--- config.mk ---
export PLATFORM = sky130hd
export DESIGN_NAME = mastermind_datapath
export DESIGN_NICKNAME = d
export VERILOG_FILES = /design/src/rtl/mastermind_pkg.sv /design/src/rtl/white_peg_counter.sv /design/src/rtl/mastermind_datapath.sv
export SDC_FILE = /design/constraint.sdc
export NUM_CORES = 1
export LEC_CHECK = 0
export BUFFER_PORTS_ARGS = -buffer_cell sky130_fd_sc_hd__buf_2
export CAP_MARGIN = 0
export CORE_ASPECT_RATIO = 1.25
export CORE_MARGIN = 2
export CORE_UTILIZATION = 53
export DETAILED_ROUTE_END_ITERATION = 12
export GPL_TIMING_DRIVEN = 0
export MAX_ROUTING_LAYER = met4
export PLACE_DENSITY = 0.78
export SKIP_LAST_GASP = 1
export SLEW_MARGIN = 20
export SYNTH_ARGS = -nofsm -noshare
export SYNTH_HDL_FRONTEND = slang
export SYNTH_SLANG_ARGS = --single-unit
--- constraint.sdc ---
create_clock -name clk -period 12.9 [get_ports clk]
set_input_delay 3.87 -clock clk [delete_from_list [all_inputs] [get_ports clk]]
set_output_delay 3.87 -clock clk [all_outputs]
set_load 0.005 [all_outputs]
--- src/rtl/mastermind_pkg.sv ---
// mastermind_pkg: shared widths, counts and defaults for the Mastermind datapath.
package mastermind_pkg;
  localparam int COLOR_W = 3;
  localparam int NUM_PEGS = 4;
  localparam int NUM_COLORS = 2 ** COLOR_W;
  localparam int MAX_GUESSES = 8;
  typedef logic [COLOR_W-1:0] color_t;
  typedef logic [2:0] peg_cnt_t;
endpackage

--- src/rtl/white_peg_counter.sv ---
// white_peg_counter: white pegs as the sum over colours of min(code_hist, guess_hist).
module white_peg_counter
  import mastermind_pkg::*;
#(
  parameter int N = NUM_COLORS
) (
  input  logic [N-1:0][2:0] code_hist,
  input  logic [N-1:0][2:0] guess_hist,
  output logic [2:0]        white
);
  always_comb begin
    white = 3'd0;
    for (int c = 0; c < N; c++)
      white = white + ((code_hist[c] < guess_hist[c]) ? code_hist[c] : guess_hist[c]);
  end
endmodule

--- src/rtl/mastermind_datapath.sv ---
// mastermind_datapath: holds code and guess, scores one peg per compare cycle,
// and publishes black/white counts, win and game-over on reach_result_4.
module mastermind_datapath
  import mastermind_pkg::*;
#(
  parameter int COLOR_W = mastermind_pkg::COLOR_W,
  parameter int MAX_GUESSES = mastermind_pkg::MAX_GUESSES
) (
  input  logic               clk,
  input  logic               resetn,
  input  logic [COLOR_W-1:0] data_in,
  input  logic               load_code_1,
  input  logic               load_code_2,
  input  logic               load_code_3,
  input  logic               load_code_4,
  input  logic               load_guess_1,
  input  logic               load_guess_2,
  input  logic               load_guess_3,
  input  logic               load_guess_4,
  input  logic               compare,
  input  logic [1:0]         compare_i,
  input  logic               reach_result_4,
  output logic [2:0]         black_count,
  output logic [2:0]         white_count,
  output logic               result_valid,
  output logic               win,
  output logic [3:0]         guess_count,
  output logic               game_over
);
  localparam int NC = 2 ** COLOR_W;
  localparam logic [3:0] MAX_G = 4'(MAX_GUESSES);

  logic [NUM_PEGS-1:0][COLOR_W-1:0] code, guess;
  logic [NC-1:0][2:0] code_hist, guess_hist, code_nx, guess_nx;
  logic [2:0] black_acc, black_nx, white_sum;
  logic [3:0] load_code, load_guess, gc_inc;
  logic hit, fresh, win_nx;

  assign load_code = {load_code_4, load_code_3, load_code_2, load_code_1};
  assign load_guess = {load_guess_4, load_guess_3, load_guess_2, load_guess_1};
  assign gc_inc = guess_count + 4'd1;
  assign win_nx = black_acc == 3'd4;

  // Index 0 opens a new scoring pass, so the old totals are dropped before the update.
  always_comb begin
    fresh = compare_i == 2'd0;
    hit = code[compare_i] == guess[compare_i];
    black_nx = (fresh ? 3'd0 : black_acc) + {2'b00, hit};
    code_nx = fresh ? '0 : code_hist;
    guess_nx = fresh ? '0 : guess_hist;
    if (!hit) begin
      code_nx[code[compare_i]] = code_nx[code[compare_i]] + 3'd1;
      guess_nx[guess[compare_i]] = guess_nx[guess[compare_i]] + 3'd1;
    end
  end

  white_peg_counter #(.N(NC)) u_white (
    .code_hist (code_hist),
    .guess_hist(guess_hist),
    .white     (white_sum)
  );

  always_ff @(posedge clk or negedge resetn) begin
    if (!resetn) begin
      code <= '0;
      guess <= '0;
      black_acc <= '0;
      code_hist <= '0;
      guess_hist <= '0;
      black_count <= '0;
      white_count <= '0;
      result_valid <= 1'b0;
      win <= 1'b0;
      guess_count <= '0;
      game_over <= 1'b0;
    end else begin
      result_valid <= 1'b0;
      for (int k = 0; k < NUM_PEGS; k++) begin
        if (load_code[k]) code[k] <= data_in;
        if (load_guess[k] && !game_over) guess[k] <= data_in;
      end
      if (compare && !game_over) begin
        black_acc <= black_nx;
        code_hist <= code_nx;
        guess_hist <= guess_nx;
      end
      if (reach_result_4 && !game_over) begin
        black_count <= black_acc;
        white_count <= white_sum;
        result_valid <= 1'b1;
        win <= win_nx;
        guess_count <= (gc_inc >= MAX_G) ? MAX_G : gc_inc;
        game_over <= win_nx || (gc_inc == MAX_G);
      end
      // A new secret starts a new game, overriding any same-cycle finalise.
      if (|load_code) begin
        win <= 1'b0;
        game_over <= 1'b0;
        guess_count <= '0;
      end
    end
  end
endmodule

==> metrics, run 1 <==
Clock Root Buffer=sky130_fd_sc_hd__clkbuf_16; worst reg2reg endpoint=white_count[2]; port buffer count=27; crit end category=flop; ports placed on the boundary=30; starting utilization of the core area=0.540; ANT cells=0; floorplan row count=41; count of hold buffers inserted by post-cts repair=0; cell depth of the worst flop-to-flop path=16; leakage power=between 2 and 3 nW; number of antenna violations at the first check in global routing=0; clock tree from TritonCTS=built; WP data arrival=6.66 ns; post-synthesis cell count=494; footprint of the multi-input gates=between 2000 and 3000 sq um; clock buffer count from CTS=9; RSZ-0062 raised after global routing=false; global-route congestion overflow total=0; post-route fraction of the period consumed by the critical path=0.494; synthesized netlist net count=543; Reg clk slew, reported paths=approximately 0.060 ns; outcome=finished clean; combined global-route utilization of all metal layers=0.267; Placer Congestion=1.01; largest net degree at the start of global routing=47; overall routed net length=13,400 um; number of slew-limit violations in the final report=0; number of nets in the layout=approximately 580; antenna viol nets, final=0; VDD IR-drop max=161 uV; flops & latches, synth=a little under 90; clk_lat worst skew=0.35 ns; average footprint of a synthesized cell=10.9 sq um; Sinks on Clock Net=88; Setup Total Neg Slack=0 ns; die area=11,000 sq um; worst flop-to-flop path startpoint=code_hist[13]; achievable frequency=157 MHz; share of final-layout standard cells stronger than drive strength 1=0.184; via count=4,178; min-delay worst type=flop to flop; Clock Skews=0.00966 ns; largest fanout on the critical path=10; Synth Cell Area=5400 sq um; share of synthesized area occupied by flip-flops and latches=0.408; kind of start point of the critical path=primary input; first-pass GRT wire length=approximately 21,000 um; post-route minimum period=roughly 6.4 ns; number of instances on the worst hold path=2; power per cell area=224 nW/um^2; transition at the pin with the smallest max-transition slack=0.656 ns; share of the core filled with cells=0.600; Filler Cell Count=829; Horiz. Die Dim=94.3 um; number of maximum-capacitance violations=0; Final Hold Fails=0; remaining routing DRC violations=0; ys flop type=sky130_fd_sc_hd__dfrtp_1; vertical die dimension=between 100 and 150 um; H-tree depth=3; first drt pass iteration count=5; register-to-register path setup slack=7.90 ns; synth unique cells=47; Setup Buffers After CTS=0; Seq. cell area=between 2000 and 2500 sq um; worst hold start=black_count[0]; post-cts repair resize count=0; async set or reset register ratio after synthesis=1.00; Data required, critical path=13.18 ns; Worst Hold Endpoint=black_count[0]; count of final setup violators=0; number of vias per cell=6.26; Post-synth EDFFs=0; average routed wire per standard cell=about 20 um; HPWL after DPL=around 10,000 um; worst slew margin relative to its limit=0.558; Critical Setup Path Class=primary input to flop; Area Overhead vs Synth=11.0%; violation count after the first detailed-routing iteration=386; Yosys warning total=0; Core Footprint=10,000 sq um; vias in the first global route=4,222; Clock Tree Buf Depth=2
-- synth_stat cells, drive strengths merged, types with 2 or more instances --
master	instances	area [sq um]
a22oi	3	22.5
a22o	25	219
inv	29	109
buf	12	76.3
clkbuf	11	41.3
and3	4	25.0
nor3	6	30.0
dfrtp	88	2200
mux2i	29	290
a21oi	26	130
ha	24	300
mux2	32	360
o21ai	31	155
nor4	2	12.5
nand2	28	105
xnor2	13	129
mux4	9	203
a32o	24	240
o21a	3	22.5
o221ai	2	23.8
nor2b	12	82.6
xor2	4	35.0
a31oi	2	12.5
and2	8	50.1
a21o	9	67.6
nor2	20	75.1
fa	8	160
nand3b	2	15.0
nand2b	13	81.3
nand3	3	15.0
-- state kept, by name, summed over array words and instances, names as in the netlist --
signal        cells
black_acc         3
black_count       3
code             12
code_hist        24
game_over         1
guess            12
guess_count       4
guess_hist       24
result_valid      1
white_count       3
win               1
-- worst max-delay path, stage by stage --
cell	delay, ns
sky130_fd_sc_hd__buf_2	0.23
sky130_fd_sc_hd__mux4_2	0.31
sky130_fd_sc_hd__buf_2	0.32
sky130_fd_sc_hd__clkbuf_1	0.37
sky130_fd_sc_hd__mux4_2	0.39
sky130_fd_sc_hd__mux2i_1	0.15
sky130_fd_sc_hd__nor2_1	0.06
sky130_fd_sc_hd__ha_1	0.25
sky130_fd_sc_hd__xnor2_2	0.44
sky130_fd_sc_hd__a32o_1	0.26
-- worst max-delay path by stage --
stage / to / slack [ns] / depth (start not counted) / from
finish: guess_hist[11] / 6.52 / 10 / compare_i[1]
floorplan: guess_hist[11] / 6.67 / 10 / compare_i[0]
global placement: guess_hist[11] / 6.26 / 10 / compare_i[0]
CTS: guess_hist[11] / 6.54 / 10 / compare_i[1]
global route: guess_hist[20] / 6.38 / 10 / compare_i[1]
detailed placement: guess_hist[11] / 6.18 / 10 / compare_i[1]
-- cells in the final DEF (no fill, tap or decap), types with 4 or more instances in the layout --
cell type	synthesis	routed
sky130_fd_sc_hd__a21o_1	9	9
sky130_fd_sc_hd__a21oi_1	26	26
sky130_fd_sc_hd__a22o_1	25	25
sky130_fd_sc_hd__a32o_1	24	24
sky130_fd_sc_hd__and2_1	8	8
sky130_fd_sc_hd__and3_1	4	4
sky130_fd_sc_hd__buf_2	7	33
sky130_fd_sc_hd__clkbuf_1	11	13
sky130_fd_sc_hd__clkbuf_16	0	9
sky130_fd_sc_hd__dfrtp_1	88	88
sky130_fd_sc_hd__fa_1	8	8
sky130_fd_sc_hd__ha_1	24	24
sky130_fd_sc_hd__inv_1	29	29
sky130_fd_sc_hd__mux2_2	32	32
sky130_fd_sc_hd__mux2i_1	29	29
sky130_fd_sc_hd__mux4_2	9	9
sky130_fd_sc_hd__nand2_1	28	28
sky130_fd_sc_hd__nand2b_1	13	13
sky130_fd_sc_hd__nor2_1	20	20
sky130_fd_sc_hd__nor2b_1	11	11
sky130_fd_sc_hd__nor3_1	6	6
sky130_fd_sc_hd__o21ai_0	31	31
sky130_fd_sc_hd__xnor2_1	11	11
sky130_fd_sc_hd__xor2_1	4	4
-- cell families (layout without fill, tap and decap cells) --
group           count (synthesis)  after routing  synth area share
flops                          88             88             0.408
mux                            70             70             0.158
buf+inv                        53             97            0.0426
xor+xnor                       18             18            0.0345
fa+ha+maj                      32             32            0.0852
simple gates                  103            103            0.0977
compound gates                130            130             0.174
-- area by class of cell --
cell class                 instances  area share
multi-input combinational        353       0.495
sequential                        88       0.367
clock buffer                      12      0.0411
tap                              129      0.0269
timing repair buffer              28      0.0263
buffer                            23      0.0196
inverter                          30      0.0188
clock inverter                     4     0.00501
-- per-layer routing --
| metal | vias to the layer above | global-route usage | share of wire |
|---|---|---|---|
| met3 | 48 | 0.0384 | 0.045 |
| met4 | 0 | 0.161 | 0.055 |
| met5 | - | - | 0 |
| li1 | 1897 | - | - |
| met1 | 2087 | 0.309 | 0.40 |
| met2 | 146 | 0.440 | 0.50 |
-- metrics by stage --
stage                     setup slack (ns)  hold WS [ns]  instances  instance area, sq um  total power, mW
after global routing                  6.38         0.505        667                  6000             1.45
after floorplan                       6.67         0.470        494                  5400            0.925
after CTS                             6.54         0.479        667                  6000             1.35
final                                 6.52         0.475        667                  6000             1.35
after detailed placement              6.18         0.464        651                  5720             1.11
after global placement                6.26         0.453        650                  5700             1.06
-- power by group --
part / switching [mW] / internal [mW]
Clock: 0.105 / 0.136
Combinational: 0.348 / 0.348
Sequential: 0.0700 / 0.339
No activity file was read; power rests on OpenSTA's default activity.
==> run 2: changes to the inputs <==
--- a/config.mk
+++ b/config.mk
@@ -13,7 +13,7 @@
 export DETAILED_ROUTE_END_ITERATION = 12
 export GPL_TIMING_DRIVEN = 0
 export MAX_ROUTING_LAYER = met4
-export PLACE_DENSITY = 0.78
+export PLACE_DENSITY = 0.8
 export SKIP_LAST_GASP = 1
 export SLEW_MARGIN = 20
 export SYNTH_ARGS = -nofsm -noshare
==> constraint.sdc (replaced) <==
create_clock -name clk -period 5.45 [get_ports clk]
set_input_delay 1.635 -clock clk [delete_from_list [all_inputs] [get_ports clk]]
set_output_delay 1.635 -clock clk [all_outputs]
set_load 0.005 [all_outputs]
==> run 2 against run 1 <==
Net effect:
- global-route usage rose by 0.92 points
- final area rose by 0.38%
- sequential cell count unchanged
- first-iteration DRC count is 22% lower
- highest routed layer unchanged
==> metrics, run 2 (synthesis results as in run 1) <==
Clock Root Buffer=sky130_fd_sc_hd__clkbuf_16; global-route congestion overflow total=0 (unchanged); Core Footprint=10,000 sq um (unchanged); first drt pass iteration count=5 (unchanged); Crit path buffers/inverters=3 (unchanged); launch point of the critical path=code_hist[13]; clock tree from TritonCTS=built; Placer Congestion=1.03 (+1.7%); leakage power=2.75 nW (+0.47%); largest fanout on the critical path=4 (-6); number of maximum-capacitance violations=0 (unchanged); Crit path max-delay family=adder cells; commonest non-fill, non-tap cell in the layout=sky130_fd_sc_hd__dfrtp_1; count of final setup violators=0 (unchanged); port buffer count=27 (unchanged); starting utilization of the core area=0.540 (unchanged); largest registers=code_hist x24, guess_hist x24; Setup Buffers After CTS=0 (unchanged); ANT cells=0 (unchanged); min-delay worst type=flop to flop; cell-by-cell listing of the critical path=ha_1 -> a21o_1 -> a21oi_1 -> mux2i_1 -> fa_1 -> inv_1 -> fa_1 -> inv_1 -> fa_1 -> inv_1 -> fa_1 -> xor2_1 -> xnor2_1 -> xnor2_1 -> xnor3_1 -> xnor2_1 -> o21ai_0; ports placed on the boundary=30 (unchanged); clk_lat worst skew=0.35 ns (about the same); RSZ-0062 raised after global routing=false; final standard cell count with taps included and fillers excluded=667 (unchanged); post-cts repair resize count=0 (unchanged); Critical Setup Path Class=flop to flop; number of cells in the design after placement=651 (unchanged); vias in the first global route=4,372 (+3.6%); fin area=6020 sq um (+0.38%); floorplan row count=41 (unchanged); clock buffer count from CTS=9 (unchanged); overall routed net length=13,600 um (+1.5%); worst slew margin relative to its limit=0.553 (-0.00577); Clock Tree Buf Depth=2 (unchanged); power per cell area=538 nW/um^2 (+140%); worst-path cell with the longest stage delay=sky130_fd_sc_hd__fa_1; remaining routing DRC violations=0 (unchanged); Horiz. Die Dim=94.3 um (unchanged); largest incremental delay on the critical path=0.52 ns (+0.08 ns); Filler Cell Count=823 (-0.72%); WP data arrival=5.21 ns (-1.45 ns); outcome=finished clean; Top cell by count, worst path=sky130_fd_sc_hd__fa_1; number of antenna violations at the first check in global routing=0 (unchanged); register-to-register path setup slack=0.44 ns (-7.46 ns); WHS=0.474 ns (-0.000797 ns); H-tree depth=3 (unchanged); violation count after the first detailed-routing iteration=302 (-22%); achievable frequency=200 MHz; first-pass GRT wire length=22,000 um (+3.2%); overall power consumption=3.24 mW (+140%); HPWL after DPL=10,400 um (+0.90%); Setup Total Neg Slack=0 ns (unchanged); vertical die dimension=117 um (unchanged); via count=4,186 (+0.19%); VDD IR-drop max=372 uV (+130%); Data required, critical path=5.66 ns (-7.52 ns); Sinks on Clock Net=88 (unchanged); Clock Skews=0.00727 ns (-0.00240 ns); crit end category=flop; kind of start point of the critical path=flop; post-route minimum period=5.01 ns; standard cell area after detailed placement=5720 sq um (unchanged); Final Hold Fails=0 (unchanged); Area Overhead vs Synth=11.4%; die area=11,000 sq um (unchanged); largest net degree at the start of global routing=47 (unchanged); antenna viol nets, final=0 (unchanged); transition at the pin with the smallest max-transition slack=0.665 ns (+0.00857 ns); worst hold start=white_count[0]; combined global-route utilization of all metal layers=0.276 (+0.00917); post-route fraction of the period consumed by the critical path=0.918; number of nets in the layout=582 (unchanged); share of final-layout standard cells stronger than drive strength 1=0.186 (+0.00186); worst flop-to-flop path startpoint=code_hist[13]; number of vias per cell=6.28 (+0.19%); Reg clk slew, reported paths=0.06 ns (about the same); most frequent cells in the layout=sky130_fd_sc_hd__dfrtp_1, sky130_fd_sc_hd__buf_2, sky130_fd_sc_hd__mux2_2; average routed wire per standard cell=20.3 um (+1.5%); number of slew-limit violations in the final report=0 (unchanged); count of hold buffers inserted by post-cts repair=0 (unchanged)
## run 2: metal layers
layer / part of all wire / track usage / vias up
met5: 0 / - / -
met4: 0.055 / 0.149 / 0
met3: 0.055 / 0.0551 / 53
met2: 0.50 / 0.452 / 174
met1: 0.39 / 0.321 / 2055
li1: - / - / 1904
## run 2: stage by stage
step,util,setup slack [ns]
after floorplan,-,0.909
after global placement,0.570,0.606
after detailed placement,0.572,0.406
after CTS,0.602,0.375
after global routing,0.602,0.210
final,0.602,0.444
## run 2: path summary, 6_finish.rpt
path	endpoint	cells after the start
max	white_count[2]	17
min	white_count[0]	2
max reg2reg	white_count[2]	17
min reg2reg	white_count[0]	2
max in group asynchronous	code_hist[16]	2
min in group asynchronous	game_over	1
## run 2: power by group
group	internal (mW)	total (mW)	switching (mW)
Sequential	0.803	0.971	0.168
Clock	0.367	0.617	0.250
Combinational	0.826	1.65	0.824
Total	2.00	3.24	1.24
## run 2: worst reg2reg max path, stage by stage (launching register included)
cell	delay [ns]
sky130_fd_sc_hd__dfrtp_1	0.46
sky130_fd_sc_hd__ha_1	0.33
sky130_fd_sc_hd__a21o_1	0.16
sky130_fd_sc_hd__a21oi_1	0.27
sky130_fd_sc_hd__mux2i_1	0.51
sky130_fd_sc_hd__fa_1	0.30
sky130_fd_sc_hd__inv_1	0.07
sky130_fd_sc_hd__fa_1	0.52
sky130_fd_sc_hd__inv_1	0.05
sky130_fd_sc_hd__fa_1	0.48
sky130_fd_sc_hd__inv_1	0.06
sky130_fd_sc_hd__fa_1	0.44
sky130_fd_sc_hd__xor2_1	0.19
sky130_fd_sc_hd__xnor2_1	0.22
sky130_fd_sc_hd__xnor2_1	0.14
sky130_fd_sc_hd__xnor3_1	0.42
sky130_fd_sc_hd__xnor2_1	0.16
sky130_fd_sc_hd__o21ai_0	0.10
## run 2: cell type report
cell class,count,area [sq um],area share
Multi-Input combinational cell,353,2970,0.493
Sequential cell,88,2200,0.366
Clock buffer,11,243,0.0403
Tap cell,129,161,0.0268
Timing Repair Buffer,28,158,0.0262
Buffer,23,118,0.0195
Inverter,30,113,0.0187
Clock inverter,5,56.3,0.00935
==> run 3: changes to the inputs <==
--- a/config.mk
+++ b/config.mk
@@ -13,7 +13,7 @@
 export DETAILED_ROUTE_END_ITERATION = 12
 export GPL_TIMING_DRIVEN = 0
 export MAX_ROUTING_LAYER = met4
-export PLACE_DENSITY = 0.8
+export PLACE_DENSITY = 0.78
 export SKIP_LAST_GASP = 1
 export SLEW_MARGIN = 20
 export SYNTH_ARGS = -nofsm -noshare
==> constraint.sdc (replaced) <==
create_clock -name clk -period 4.7 [get_ports clk]
set_input_delay 1.41 -clock clk [delete_from_list [all_inputs] [get_ports clk]]
set_output_delay 1.41 -clock clk [all_outputs]
set_load 0.005 [all_outputs]
==> run 3 against run 2 <==
Net effect:
- final area rose by 1.2%
- final cell count rose by 0.60%
- critical path depth did not move
- die area did not move
- core utilization rose by 0.73 points
- highest routed layer unchanged
==> metrics, run 3 (synthesis results as in run 1) <==
outcome=finished clean; ports placed on the boundary=30 (unchanged); crit end category=flop; largest registers=code_hist x24, guess_hist x24; Reg clk slew, reported paths=0.06 ns (about the same); first drt pass iteration count=8 (+3); standard cell area after detailed placement=5720 sq um (unchanged); combined global-route utilization of all metal layers=0.268 (-0.00733); worst hold start=black_count[0]; Core Footprint=10,000 sq um (unchanged); instance count on the critical path=17 (unchanged); starting utilization of the core area=0.540 (unchanged); number of nets in the layout=586 (+0.69%); number of antenna violations at the first check in global routing=0 (unchanged); via count=4,173 (-0.31%); most frequent cells in the layout=sky130_fd_sc_hd__dfrtp_1, sky130_fd_sc_hd__buf_2, sky130_fd_sc_hd__mux2_2; Area Overhead vs Synth=12.8%; number of instances on the worst hold path=2 (unchanged); power per cell area=618 nW/um^2 (+15%); worst flop-to-flop path startpoint=guess_hist[22]; Clock Tree Buf Depth=2 (unchanged); Horiz. Die Dim=94.3 um (unchanged); Clock Root Buffer=sky130_fd_sc_hd__clkbuf_16; Clock Skews=0.0106 ns (+0.00335 ns); remaining routing DRC violations=0 (unchanged); Filler Cell Count=820 (-0.36%); violation count after the first detailed-routing iteration=331 (+9.6%); VDD IR-drop max=329 uV (-12%); floorplan row count=41 (unchanged); Data required, critical path=4.91 ns (-0.75 ns); H-tree depth=3 (unchanged); Placer Congestion=1.01 (-1.7%); fin area=6090 sq um (+1.2%); post-route minimum period=4.52 ns (-0.482 ns); worst-path cell with the longest stage delay=sky130_fd_sc_hd__fa_1; count of final setup violators=0 (unchanged); largest fanout on the critical path=3 (-1); achievable frequency=221 MHz (+11%); number of slew-limit violations in the final report=0 (unchanged); WP data arrival=4.74 ns (-0.47 ns); worst reg2reg endpoint=white_count[2]; first-pass GRT wire length=21,400 um (-2.5%); Worst Hold Endpoint=black_count[0]; vertical die dimension=117 um (unchanged); transition at the pin with the smallest max-transition slack=0.646 ns (-0.0192 ns); cell-by-cell listing of the critical path=inv_1 -> ha_1 -> a21o_1 -> a21oi_2 -> mux2_2 -> fa_1 -> inv_2 -> fa_1 -> fa_1 -> inv_1 -> fa_2 -> xor2_2 -> xnor2_1 -> xnor2_1 -> xnor3_1 -> xnor2_1 -> o21ai_1; average routed wire per standard cell=20.1 um (-1.1%); leakage power=2.76 nW (+0.38%); Sinks on Clock Net=88 (unchanged); global-route congestion overflow total=0 (unchanged); antenna viol nets, final=0 (unchanged); largest incremental delay on the critical path=0.50 ns (-0.02 ns); number of vias per cell=6.22 (-0.90%); Crit path max-delay family=adder cells; largest net degree at the start of global routing=47 (unchanged); clk_lat worst skew=0.34 ns (about the same); pre-CTS WS=-0.303 ns (-0.709 ns); kind of start point of the critical path=flop; vias in the first global route=4,221 (-3.5%); Crit path buffers/inverters=3 (unchanged); min-delay worst type=flop to flop; cell depth of the worst flop-to-flop path=17 (unchanged); number of maximum-capacitance violations=0 (unchanged); HPWL after DPL=10,300 um (-0.89%); ANT cells=0 (unchanged); post-route fraction of the period consumed by the critical path=0.962 (+0.0439); worst slew margin relative to its limit=0.566 (+0.0129); clock tree from TritonCTS=built; clock buffer count from CTS=9 (unchanged); overall routed net length=13,500 um (-0.46%); Critical Setup Path Class=flop to flop; register-to-register path setup slack=0.18 ns (-0.27 ns); port buffer count=27 (unchanged); Final Hold Fails=0 (unchanged); share of final-layout standard cells stronger than drive strength 1=0.218 (+0.0318); commonest non-fill, non-tap cell in the layout=sky130_fd_sc_hd__dfrtp_1; PnR worst setup slack=0.177 ns (-0.268 ns); die area=11,000 sq um (unchanged)
## run 3: changes by cell type in the layout (fill, tap and decap cells not counted), moves of 2 or more
cell                      delta
sky130_fd_sc_hd__a21oi_1     -6
sky130_fd_sc_hd__a21oi_2     +5
sky130_fd_sc_hd__buf_4       +4
sky130_fd_sc_hd__dfrtp_1     -2
sky130_fd_sc_hd__dfrtp_2     +2
sky130_fd_sc_hd__fa_1        -2
sky130_fd_sc_hd__fa_2        +2
sky130_fd_sc_hd__inv_1       -2
sky130_fd_sc_hd__inv_2       +2
sky130_fd_sc_hd__mux2i_1     -2
## run 3: routing by layer
metal  global-route usage  share of wire  vias to the layer above
met5                    -              0                        -
met4                0.157          0.050                        0
met3               0.0403          0.057                       40
met2                0.444           0.51                      153
met1                0.312           0.39                     2074
li1                     -              -                     1906
## run 3: cell type report
cell class / instances / area, sq um / area share
inverter: 30 / 113 / 0.0185
clock inverter: 4 / 30.0 / 0.00493
multi-input combinational: 353 / 3030 / 0.498
sequential: 88 / 2200 / 0.362
clock buffer: 12 / 246 / 0.0405
timing repair buffer: 32 / 188 / 0.0308
buffer: 23 / 118 / 0.0193
tap: 129 / 161 / 0.0265
## run 3: what timing repair did
| action | CTS | global route |
|---|---|---|
| resized for setup | 8 | 11 |
| setup buffers | 2 | 2 |
| pin swaps | 3 | 10 |
| cloned | 0 | 0 |
| hold buffers | 0 | 0 |
| endpoints found under the setup margin | 1 | 1 |
## run 3: how the worst max path moves through the flow
stage                        start        endpoint  slack [ns]
finish              guess_hist[22]  white_count[2]        0.18
global route         code_hist[13]  white_count[2]       -0.02
CTS                  code_hist[22]  white_count[2]        0.03
detailed placement   code_hist[13]  white_count[2]       -0.30
global placement     code_hist[13]  white_count[2]       -0.14
floorplan            code_hist[19]  white_count[2]        0.16
## run 3: metrics by stage
| step | utilization | TNS (ns) | power [mW] | hold WS [ns] | cells |
|---|---|---|---|---|---|
| CTS | 0.604 | 0 | 3.69 | 0.479 | 669 |
| detailed placement | 0.572 | -0.303 | 3.04 | 0.464 | 651 |
| global placement | 0.570 | -0.141 | 2.92 | 0.453 | 650 |
| floorplan | - | 0 | 2.54 | 0.470 | 494 |
| finish | 0.609 | 0 | 3.77 | 0.475 | 671 |
| global route | 0.609 | -0.0212 | 4.05 | 0.505 | 671 |
## run 3: worst register-to-register path, cell delays in order (launching register included)
cell	delay [ns]
sky130_fd_sc_hd__dfrtp_1	0.41
sky130_fd_sc_hd__inv_1	0.09
sky130_fd_sc_hd__ha_1	0.28
sky130_fd_sc_hd__a21o_1	0.17
sky130_fd_sc_hd__a21oi_2	0.18
sky130_fd_sc_hd__mux2_2	0.37
sky130_fd_sc_hd__fa_1	0.44
sky130_fd_sc_hd__inv_2	0.09
sky130_fd_sc_hd__fa_1	0.40
sky130_fd_sc_hd__fa_1	0.50
sky130_fd_sc_hd__inv_1	0.05
sky130_fd_sc_hd__fa_2	0.35
sky130_fd_sc_hd__xor2_2	0.19
sky130_fd_sc_hd__xnor2_1	0.22
sky130_fd_sc_hd__xnor2_1	0.17
sky130_fd_sc_hd__xnor3_1	0.25
sky130_fd_sc_hd__xnor2_1	0.17
sky130_fd_sc_hd__o21ai_1	0.08
## run 3: power breakdown
group	total, mW	internal, mW	switching, mW	leakage, nW
clock	0.661	0.374	0.288	0.133
combinational	1.98	0.964	1.02	1.49
sequential	1.13	0.933	0.193	1.14
total	3.77	2.27	1.50	2.76
